[src/rtl/core_pkg.sv]
// Shared definitions for the RV32I pipeline: control encodings and the
// decoded control bundle that travels down the pipe.
package core_pkg;

  // Write-back data source select
  typedef enum logic [1:0] {
    WDSEL_ALU = 2'b00,
    WDSEL_MEM = 2'b01,
    WDSEL_PC  = 2'b10
  } wdsel_e;

  // Next-PC operation
  typedef enum logic [2:0] {
    NPC_PLUS4  = 3'b000,
    NPC_BRANCH = 3'b001,
    NPC_JUMP   = 3'b010,
    NPC_JALR   = 3'b100
  } npcop_e;

  // ALU operation encodings
  typedef enum logic [4:0] {
    ALUOP_NOP   = 5'b00000,
    ALUOP_LUI   = 5'b00001,
    ALUOP_AUIPC = 5'b00010,
    ALUOP_ADD   = 5'b00011,
    ALUOP_SUB   = 5'b00100,
    ALUOP_XOR   = 5'b00101,
    ALUOP_OR    = 5'b00110,
    ALUOP_AND   = 5'b00111,
    ALUOP_SLL   = 5'b01000,
    ALUOP_SRL   = 5'b01001,
    ALUOP_SRA   = 5'b01010,
    ALUOP_SLT   = 5'b01011,
    ALUOP_SLTU  = 5'b01100,
    ALUOP_BEQ   = 5'b01101,
    ALUOP_BNE   = 5'b01110,
    ALUOP_BLT   = 5'b01111,
    ALUOP_BGE   = 5'b10000,
    ALUOP_BLTU  = 5'b10001,
    ALUOP_BGEU  = 5'b10010
  } aluop_e;

  // Decoded control bundle carried from ID into EX
  typedef struct packed {
    logic       regwrite;
    logic       memwrite;
    logic       alusrc;
    logic [4:0] aluop;
    logic [2:0] npcop;
    logic [1:0] wdsel;
    logic [2:0] dmtype;
  } ctrl_t;

  // A bubble has every control inactive: no write, no store, PC+4, ALU data
  localparam ctrl_t CTRL_BUBBLE = '0;

  // True when the write-data select marks the instruction as a load
  function automatic logic is_load(input logic [1:0] wdsel);
    return wdsel == WDSEL_MEM;
  endfunction

endpackage

[src/rtl/load_use_detect.sv]
// Load-use hazard detection: the instruction in EX is a load whose
// destination is a source of the real instruction currently in ID.
module load_use_detect
  import core_pkg::*;
(
  input  logic       ex_valid_i,
  input  logic [1:0] ex_wdsel_i,
  input  logic [4:0] ex_rd_i,
  input  logic       id_valid_i,
  input  logic [4:0] id_rs1_i,
  input  logic [4:0] id_rs2_i,
  output logic       hazard_o
);

  // rs2 is compared for every format; a spurious stall is harmless
  always_comb begin
    hazard_o = ex_valid_i && is_load(ex_wdsel_i) && (ex_rd_i != 5'd0) &&
               id_valid_i && ((ex_rd_i == id_rs1_i) || (ex_rd_i == id_rs2_i));
  end

endmodule

[src/rtl/id_ex_stage.sv]
// ID/EX pipeline register with write-back bypass, load-use bubble
// insertion, flush/hold handling and a saturating bubble counter.
module id_ex_stage
  import core_pkg::*;
#(
  parameter int XLEN  = 32,
  parameter int CNT_W = 32
) (
  input  logic            clk,
  input  logic            rstn,
  input  logic            id_valid,
  input  logic [XLEN-1:0] id_pc,
  input  logic [XLEN-1:0] id_rs1_data,
  input  logic [XLEN-1:0] id_rs2_data,
  input  logic [XLEN-1:0] id_imm,
  input  logic [4:0]      id_rs1,
  input  logic [4:0]      id_rs2,
  input  logic [4:0]      id_rd,
  input  logic            id_RegWrite,
  input  logic            id_MemWrite,
  input  logic            id_ALUSrc,
  input  logic [4:0]      id_ALUOp,
  input  logic [2:0]      id_NPCOp,
  input  logic [1:0]      id_WDSel,
  input  logic [2:0]      id_DMType,
  input  logic            wb_RegWrite,
  input  logic [4:0]      wb_rd,
  input  logic [XLEN-1:0] wb_data,
  input  logic            ex_flush,
  input  logic            ex_hold,
  output logic            ex_valid,
  output logic [XLEN-1:0] ex_pc,
  output logic [XLEN-1:0] ex_rs1_data,
  output logic [XLEN-1:0] ex_rs2_data,
  output logic [XLEN-1:0] ex_imm,
  output logic [4:0]      ex_rs1,
  output logic [4:0]      ex_rs2,
  output logic [4:0]      ex_rd,
  output logic            ex_RegWrite,
  output logic            ex_MemWrite,
  output logic            ex_ALUSrc,
  output logic [4:0]      ex_ALUOp,
  output logic [2:0]      ex_NPCOp,
  output logic [1:0]      ex_WDSel,
  output logic [2:0]      ex_DMType,
  output logic            load_use_stall,
  output logic [CNT_W-1:0] bubble_cnt
);

  logic             valid_q, valid_d;
  ctrl_t            ctrl_q, ctrl_d;
  logic [XLEN-1:0]  pc_q, pc_d;
  logic [XLEN-1:0]  rs1_data_q, rs1_data_d;
  logic [XLEN-1:0]  rs2_data_q, rs2_data_d;
  logic [XLEN-1:0]  imm_q, imm_d;
  logic [4:0]       rs1_q, rs1_d;
  logic [4:0]       rs2_q, rs2_d;
  logic [4:0]       rd_q, rd_d;
  logic [CNT_W-1:0] cnt_q, cnt_d;

  logic             hazard;
  ctrl_t            id_ctrl;
  logic [4:0]       rs_idx   [2];
  logic [XLEN-1:0]  rs_rdata [2];
  logic [XLEN-1:0]  rs_fwd   [2];

  assign id_ctrl = '{regwrite: id_RegWrite, memwrite: id_MemWrite,
                     alusrc: id_ALUSrc, aluop: id_ALUOp, npcop: id_NPCOp,
                     wdsel: id_WDSel, dmtype: id_DMType};

  assign rs_idx[0]   = id_rs1;
  assign rs_idx[1]   = id_rs2;
  assign rs_rdata[0] = id_rs1_data;
  assign rs_rdata[1] = id_rs2_data;

  // Write-back bypass: the register file is read before WB writes it, so
  // a same-cycle write to a source register is forwarded here (never x0)
  for (genvar gi = 0; gi < 2; gi++) begin : g_bypass
    assign rs_fwd[gi] = (wb_RegWrite && (wb_rd != 5'd0) && (wb_rd == rs_idx[gi]))
                        ? wb_data : rs_rdata[gi];
  end

  load_use_detect u_detect (
    .ex_valid_i (valid_q),
    .ex_wdsel_i (ctrl_q.wdsel),
    .ex_rd_i    (rd_q),
    .id_valid_i (id_valid),
    .id_rs1_i   (id_rs1),
    .id_rs2_i   (id_rs2),
    .hazard_o   (hazard)
  );

  // A flush or hold this cycle means ID will not be re-presented as-is,
  // so the front end only freezes for a genuine load-use bubble
  assign load_use_stall = hazard & ~ex_flush & ~ex_hold;

  // Next-state selection: hold > flush > load-use bubble > capture
  always_comb begin
    valid_d    = valid_q;
    ctrl_d     = ctrl_q;
    pc_d       = pc_q;
    rs1_data_d = rs1_data_q;
    rs2_data_d = rs2_data_q;
    imm_d      = imm_q;
    rs1_d      = rs1_q;
    rs2_d      = rs2_q;
    rd_d       = rd_q;
    cnt_d      = cnt_q;
    if (!ex_hold) begin
      if (ex_flush || hazard) begin
        // Data fields are left as they were; only the controls are killed
        valid_d = 1'b0;
        ctrl_d  = CTRL_BUBBLE;
        if (!ex_flush && (cnt_q != '1)) begin
          cnt_d = cnt_q + CNT_W'(1);
        end
      end else begin
        valid_d    = id_valid;
        ctrl_d     = id_valid ? id_ctrl : CTRL_BUBBLE;
        pc_d       = id_pc;
        rs1_data_d = rs_fwd[0];
        rs2_data_d = rs_fwd[1];
        imm_d      = id_imm;
        rs1_d      = id_rs1;
        rs2_d      = id_rs2;
        rd_d       = id_rd;
      end
    end
  end

  // Pipeline state; reset empties EX and clears the bubble count
  always_ff @(posedge clk or negedge rstn) begin
    if (!rstn) begin
      valid_q    <= 1'b0;
      ctrl_q     <= CTRL_BUBBLE;
      pc_q       <= '0;
      rs1_data_q <= '0;
      rs2_data_q <= '0;
      imm_q      <= '0;
      rs1_q      <= '0;
      rs2_q      <= '0;
      rd_q       <= '0;
      cnt_q      <= '0;
    end else begin
      valid_q    <= valid_d;
      ctrl_q     <= ctrl_d;
      pc_q       <= pc_d;
      rs1_data_q <= rs1_data_d;
      rs2_data_q <= rs2_data_d;
      imm_q      <= imm_d;
      rs1_q      <= rs1_d;
      rs2_q      <= rs2_d;
      rd_q       <= rd_d;
      cnt_q      <= cnt_d;
    end
  end

  assign ex_valid    = valid_q;
  assign ex_pc       = pc_q;
  assign ex_rs1_data = rs1_data_q;
  assign ex_rs2_data = rs2_data_q;
  assign ex_imm      = imm_q;
  assign ex_rs1      = rs1_q;
  assign ex_rs2      = rs2_q;
  assign ex_rd       = rd_q;
  assign ex_RegWrite = ctrl_q.regwrite;
  assign ex_MemWrite = ctrl_q.memwrite;
  assign ex_ALUSrc   = ctrl_q.alusrc;
  assign ex_ALUOp    = ctrl_q.aluop;
  assign ex_NPCOp    = ctrl_q.npcop;
  assign ex_WDSel    = ctrl_q.wdsel;
  assign ex_DMType   = ctrl_q.dmtype;
  assign bubble_cnt  = cnt_q;

endmodule

[config.mk]
export PLATFORM = sky130hd
export DESIGN_NAME = id_ex_stage
export DESIGN_NICKNAME = d
export VERILOG_FILES = /design/src/rtl/core_pkg.sv /design/src/rtl/load_use_detect.sv /design/src/rtl/id_ex_stage.sv
export SDC_FILE = /design/constraint.sdc
export NUM_CORES = 1
export LEC_CHECK = 0
export BUFFER_PORTS_ARGS = -buffer_cell sky130_fd_sc_hd__buf_2
export CAP_MARGIN = 20
export CORE_AREA = 2 2 156 158
export CTS_BUF_LIST = sky130_fd_sc_hd__clkbuf_8
export DETAILED_ROUTE_END_ITERATION = 12
export DIE_AREA = 0 0 158 160
export PLACE_DENSITY = 0.64
export SYNTH_ARGS = -nofsm -noshare
export SYNTH_HDL_FRONTEND = slang
export SYNTH_SLANG_ARGS = --single-unit
[constraint.sdc]
create_clock -name clk -period 4.1 [get_ports clk]
set_input_delay 0 -clock clk [delete_from_list [all_inputs] [get_ports clk]]
set_output_delay 0 -clock clk [all_outputs]
set_load 0.03 [all_outputs]
Yosys cells after proc, flatten, opt, wreduce, memory -nomap -nowiden --
Cells that the tools add are included. W data, S select, Z words.
Word-level totals: register bits after elaboration 192
Operators by class: equality and inequality tests 6, $add $sub $neg 1, reduce and logical (&&, ||, !) cells 15, mux-type cells 5, bitwise operators 5
Operators by type and width (number):
- $mux W32 | 2
- $add A32 B1 Y32 const B | 1
- $mux W16 | 2
- $ne A32 B32 Y1 const B | 1
- $eq A5 B5 Y1 | 4
- $reduce_bool A5 Y1 | 2
- $logic_and A1 B1 Y1 | 8
- $not A1 Y1 | 3
- $reduce_and A3 Y1 | 1
- $and A1 B1 Y1 | 2
- $eq A2 B1 Y1 const B | 1
- $logic_or A1 B1 Y1 | 2
- $reduce_and A2 Y1 | 1
- $logic_not A1 Y1 | 1
- $mux W1 | 1

Logic depth before layout (Yosys ltp) --
depth in word-level cells 8, mapped depth 10

Modules after synthesis --
From an unflattened synthesis, not the netlist that was laid out.
Second synthesis, totals: cells, all modules 663, area, all modules 8205.4 um^2
By module, submodules not included:
- id_ex_stage | times used 1, cells each 645, area each 8065.2 um^2
- load_use_detect | times used 1, cells each 18, area each 140.1 um^2

Least setup slack after synthesis --
No wires, ideal clock.
path type reg-to-reg, from register cnt_q[0], in the netlist bubble_cnt[0], to register cnt_q[14], in the netlist bubble_cnt[14], stages on the path, launching flop included 9, buffers on the path 1, arrival time 2138 ps, period minus slack after synthesis 2219 ps, setup slack 1881 ps, required time 4020 ps, cell sequence dfrtp_1 ha_1 nand3_4 nor3_4 a21boi_1 or4b_1 buf_2 nor3_2 xor2_1
Between the ends: longest elaborated chain between the ends 3
Ends and longest elaborated chain:
- start, declared | RTL line id_ex_stage.sv:59 | logic [CNT_W-1:0] cnt_q, cnt_d;
- start signal, assigned | RTL line id_ex_stage.sv:154 | cnt_q <= cnt_d;
- branches (longest 3 deep; another with $add A32 B1 Y32)
Several ways; the timed one is not identified. A chain may end at the register's enable or synchronous reset.

Worst setup path in the final report --
from register rd_q[0], in the netlist ex_rd[0], to register cnt_q[1], in the netlist bubble_cnt[1]
Between the ends: longest elaborated chain between the ends 6
Ends and longest elaborated chain:
- start, declared | RTL line id_ex_stage.sv:58 | logic [4:0] rd_q, rd_d;
- start signal, assigned | RTL line id_ex_stage.sv:153 | rd_q <= rd_d;
- $reduce_bool A5 Y1 | RTL line load_use_detect.sv:17 | hazard_o = ex_valid_i && is_load(ex_wdsel_i) && (ex_rd_i != 5'd0) &&
- $logic_and A1 B1 Y1 (2 in a row) | RTL line load_use_detect.sv:17
- $logic_and A1 B1 Y1 (*) | RTL line load_use_detect.sv:18 | id_valid_i && ((ex_rd_i == id_rs1_i) || (ex_rd_i == id_rs2_i));
- $logic_or A1 B1 Y1 (*) | RTL line id_ex_stage.sv:110 | if (ex_flush || hazard) begin
- $reduce_and A3 Y1 (no source line) (*)
Mark *: on every way between the ends. The rest lies on a longest branch, timed or not.

==> metrics.txt <==
status complete, no violations; top cell type's share of synthesized area 55.8%; Max Fclk 0.357 GHz; vias 7460; adder-cell share of the synthesized area 0.145%; core area 23800 sq um; crit path kind flip-flop to flip-flop; initial antenna violation count 2; area delta synth->final 56.3%; Seq cells post-synth 192; GRT Residual Overflow 0; CTS tree yes; Cell variety after synth 42; Compound-Gate Fraction of Synth Area 5.87%; Die W about 160 microns; HPWL after DPL 17100 microns; area leader, netlist dfrtp_1; CP required approximately 4.5 ns; Worst IR Drop VDD 212 uV; vias in the first global route about 7900; DIE AREA 25300 sq um; Pre-antenna DRT Iters 5; GR Util All Layers 21.1%; peak fanout along the critical path 20; Syn Area/Cell 12.9 sq um; met2 usage roughly 37%; crit share post-route 68.3%; placer congestion estimate ~0.8; CTS Buffer Depth 2; Reg area 4800 sq um; Setup crit start kind flip-flop; clk slew on worst S/H paths roughly 0.11 ns; worst min-delay path class input pin to flip-flop; maxcap violations 0; Post-CTS Setup Inserts 0; clk_lat worst skew 0.46 ns; layout filler cell count slightly above 2000; Most Crowded Layer GR met2; Max Slew Vio Count 0; Mapped Cells around 670; initial DRC count 360; Final min period 2.80 ns; Worst Tran Pin Value 0.924 ns; Synth Net Count 872; Pleak about 6.6 nW; RSZ-0062 raised after global routing no; layout cells sized above 1 41.7%; Final ANT Viol Nets 0; largest family of logic cells by synthesized area multiplexers; Synth Area in Simple Gates between 9 and 10%; largest net degree at the start of global routing 144; Setup Skew around 0.022 ns; number of flops mapped to enable cells by yosys 0; footprint of the multi-input gates 3550 sq um; first-pass GRT wire length 41700 microns; number of remaining DRC errors 0; GR Util met1 24.9%; DR vias/cell ~4.6; Async SR Flop Fraction 100%; fin nets 1478; ys flop type dfrtp_1; Setup Viol. Count Final 0; die height around 160 microns; mux share of post-synthesis cell area 20.0%; Area contributors post-synth dfrtp_1 (56%), mux2_4 (8.5%), mux2i_1 (7.4%), mux2_2 (3.9%), nand2_1 (3.3%); H-tree depth 4; CP endpoint kind flip-flop; # IOs 395; routed wire length between 20000 and 30000 microns; Design Power around 4.8 mW; met3 usage 4.99%; Cell Pwr Density 357 nW/um^2; WHS ~0.062 ns; CTS root buffer clkbuf_8; Port Buffers roughly 390; Layout Utilization 56.5%; wire per inst approximately 17 microns; row count 57; Hold Vio Cnt, Final 0; Slew Limit Headroom 38.4%; Initial Util 36.2%; Worst Path Arrival 3.15 ns; Yosys Warn Count 0; Setup TNS 0 ns; Mapped Area 8610 sq um; share of the yosys chip area belonging to registers a little under three fifths; XOR/XNOR share of the synthesized area 5.19%; clk sink count between 150 and 200; CTS Buf Count 17
## power breakdown
| group | internal, mW | switching (mW) | total (mW) |
|---|---|---|---|
| clock | 0.452 | 0.764 | 1.22 |
| sequential | 2.10 | 0.119 | 2.22 |
| combinational | 0.571 | 0.803 | 1.37 |
## critical path, stage by stage, from the launching register on
cell and delay, ns:
dfrtp_1 0.45, or4_1 0.54, o21ai_1 0.35, or2_1 0.23, or3b_1 0.75, mux2_1 0.38
## cell families (layout without fill, tap and decap cells)
group           Yosys count  count (layout)
fa+ha+maj                 1               1
flops                   192             192
other cells               0               2
mux                     144             144
compound gates           86              86
xor+xnor                 51              51
simple gates            150             150
buf+inv                  45             664
## path summary, 6_finish.rpt
check	end	cells past startpoint	slack, ns	start
setup / recovery	bubble_cnt[1]	5	1.30	ex_rd[0]
hold / removal	ex_valid	4	0.06	id_valid
setup reg to reg	bubble_cnt[1]	5	1.30	ex_rd[0]
hold reg to reg	ex_rs2_data[18]	2	0.49	ex_rs2_data[18]
max in group asynchronous	ex_rs1_data[22]	3	2.94	rstn
min in group asynchronous	ex_pc[12]	2	0.15	rstn
## cell usage in the layout, fill, tap and decap left out, types with 8 or more instances in the layout
cell,count
clkbuf_8,18
nand2_1,75
mux2_2,30
xnor2_1,19
xor2_1,32
a22o_1,16
buf_2,393
nor3_2,10
nand3_1,11
nor3_1,8
inv_1,9
o21ai_0,31
dfrtp_1,192
nor2_1,12
o21ai_1,35
nand4_1,8
dlygate4sd3_1,223
mux2i_1,64
mux2_4,49
## area by class of cell
class	instances	area share (%)
sequential	192	35.7
timing repair buffer	623	31.8
multi-input combinational	432	26.3
tap	324	3.01
clock buffer	17	1.74
clock inverter	15	1.10
inverter	9	0.251
antenna	2	0.0372
## stage by stage
step / instance area, sq um / instances / setup WS, ns
after global placement: 10800 / 1357 / 1.41
after global routing: 13500 / 1613 / 1.19
after detailed placement: 10800 / 1357 / 1.31
final: 13500 / 1614 / 1.30
after CTS: 13500 / 1612 / 1.29
after floorplan: 8610 / 669 / 1.88
## sequential cells by signal, summed over array words and instances, names as in the netlist, 2 cells and up
name / cells
bubble_cnt: 32
ex_ALUOp: 5
ex_DMType: 3
ex_NPCOp: 3
ex_WDSel: 2
ex_imm: 32
ex_pc: 32
ex_rd: 5
ex_rs1: 5
ex_rs1_data: 32
ex_rs2: 5
ex_rs2_data: 32
## repair_timing
item,4_1_cts,5_1_grt
hold endpoints to repair,254,0
resized for setup,0,0
hold buffers,223,0
## synth_stat cells, types with 2 or more instances
cell / instances
a22o_1: 16
and3_1: 2
buf_2: 10
buf_4: 5
buf_6: 11
clkbuf_1: 10
dfrtp_1: 192
inv_1: 9
mux2_2: 30
mux2_4: 49
mux2i_1: 64
nand2_1: 75
nand3_1: 11
nand4_1: 8
nor2_1: 12
nor3_1: 8
nor3_2: 10
nor4_2: 7
o21ai_0: 31
o21ai_1: 35
or2_1: 2
or2_2: 2
or4_1: 2
xnor2_1: 19
xor2_1: 32
## per-layer routing
layer,wire length [microns],up-vias
li1,-,3540
met1,10800,3610
met2,13800,259
met3,1730,51
met4,705,0
met5,0,-
Power figures use the tool's default switching activity.
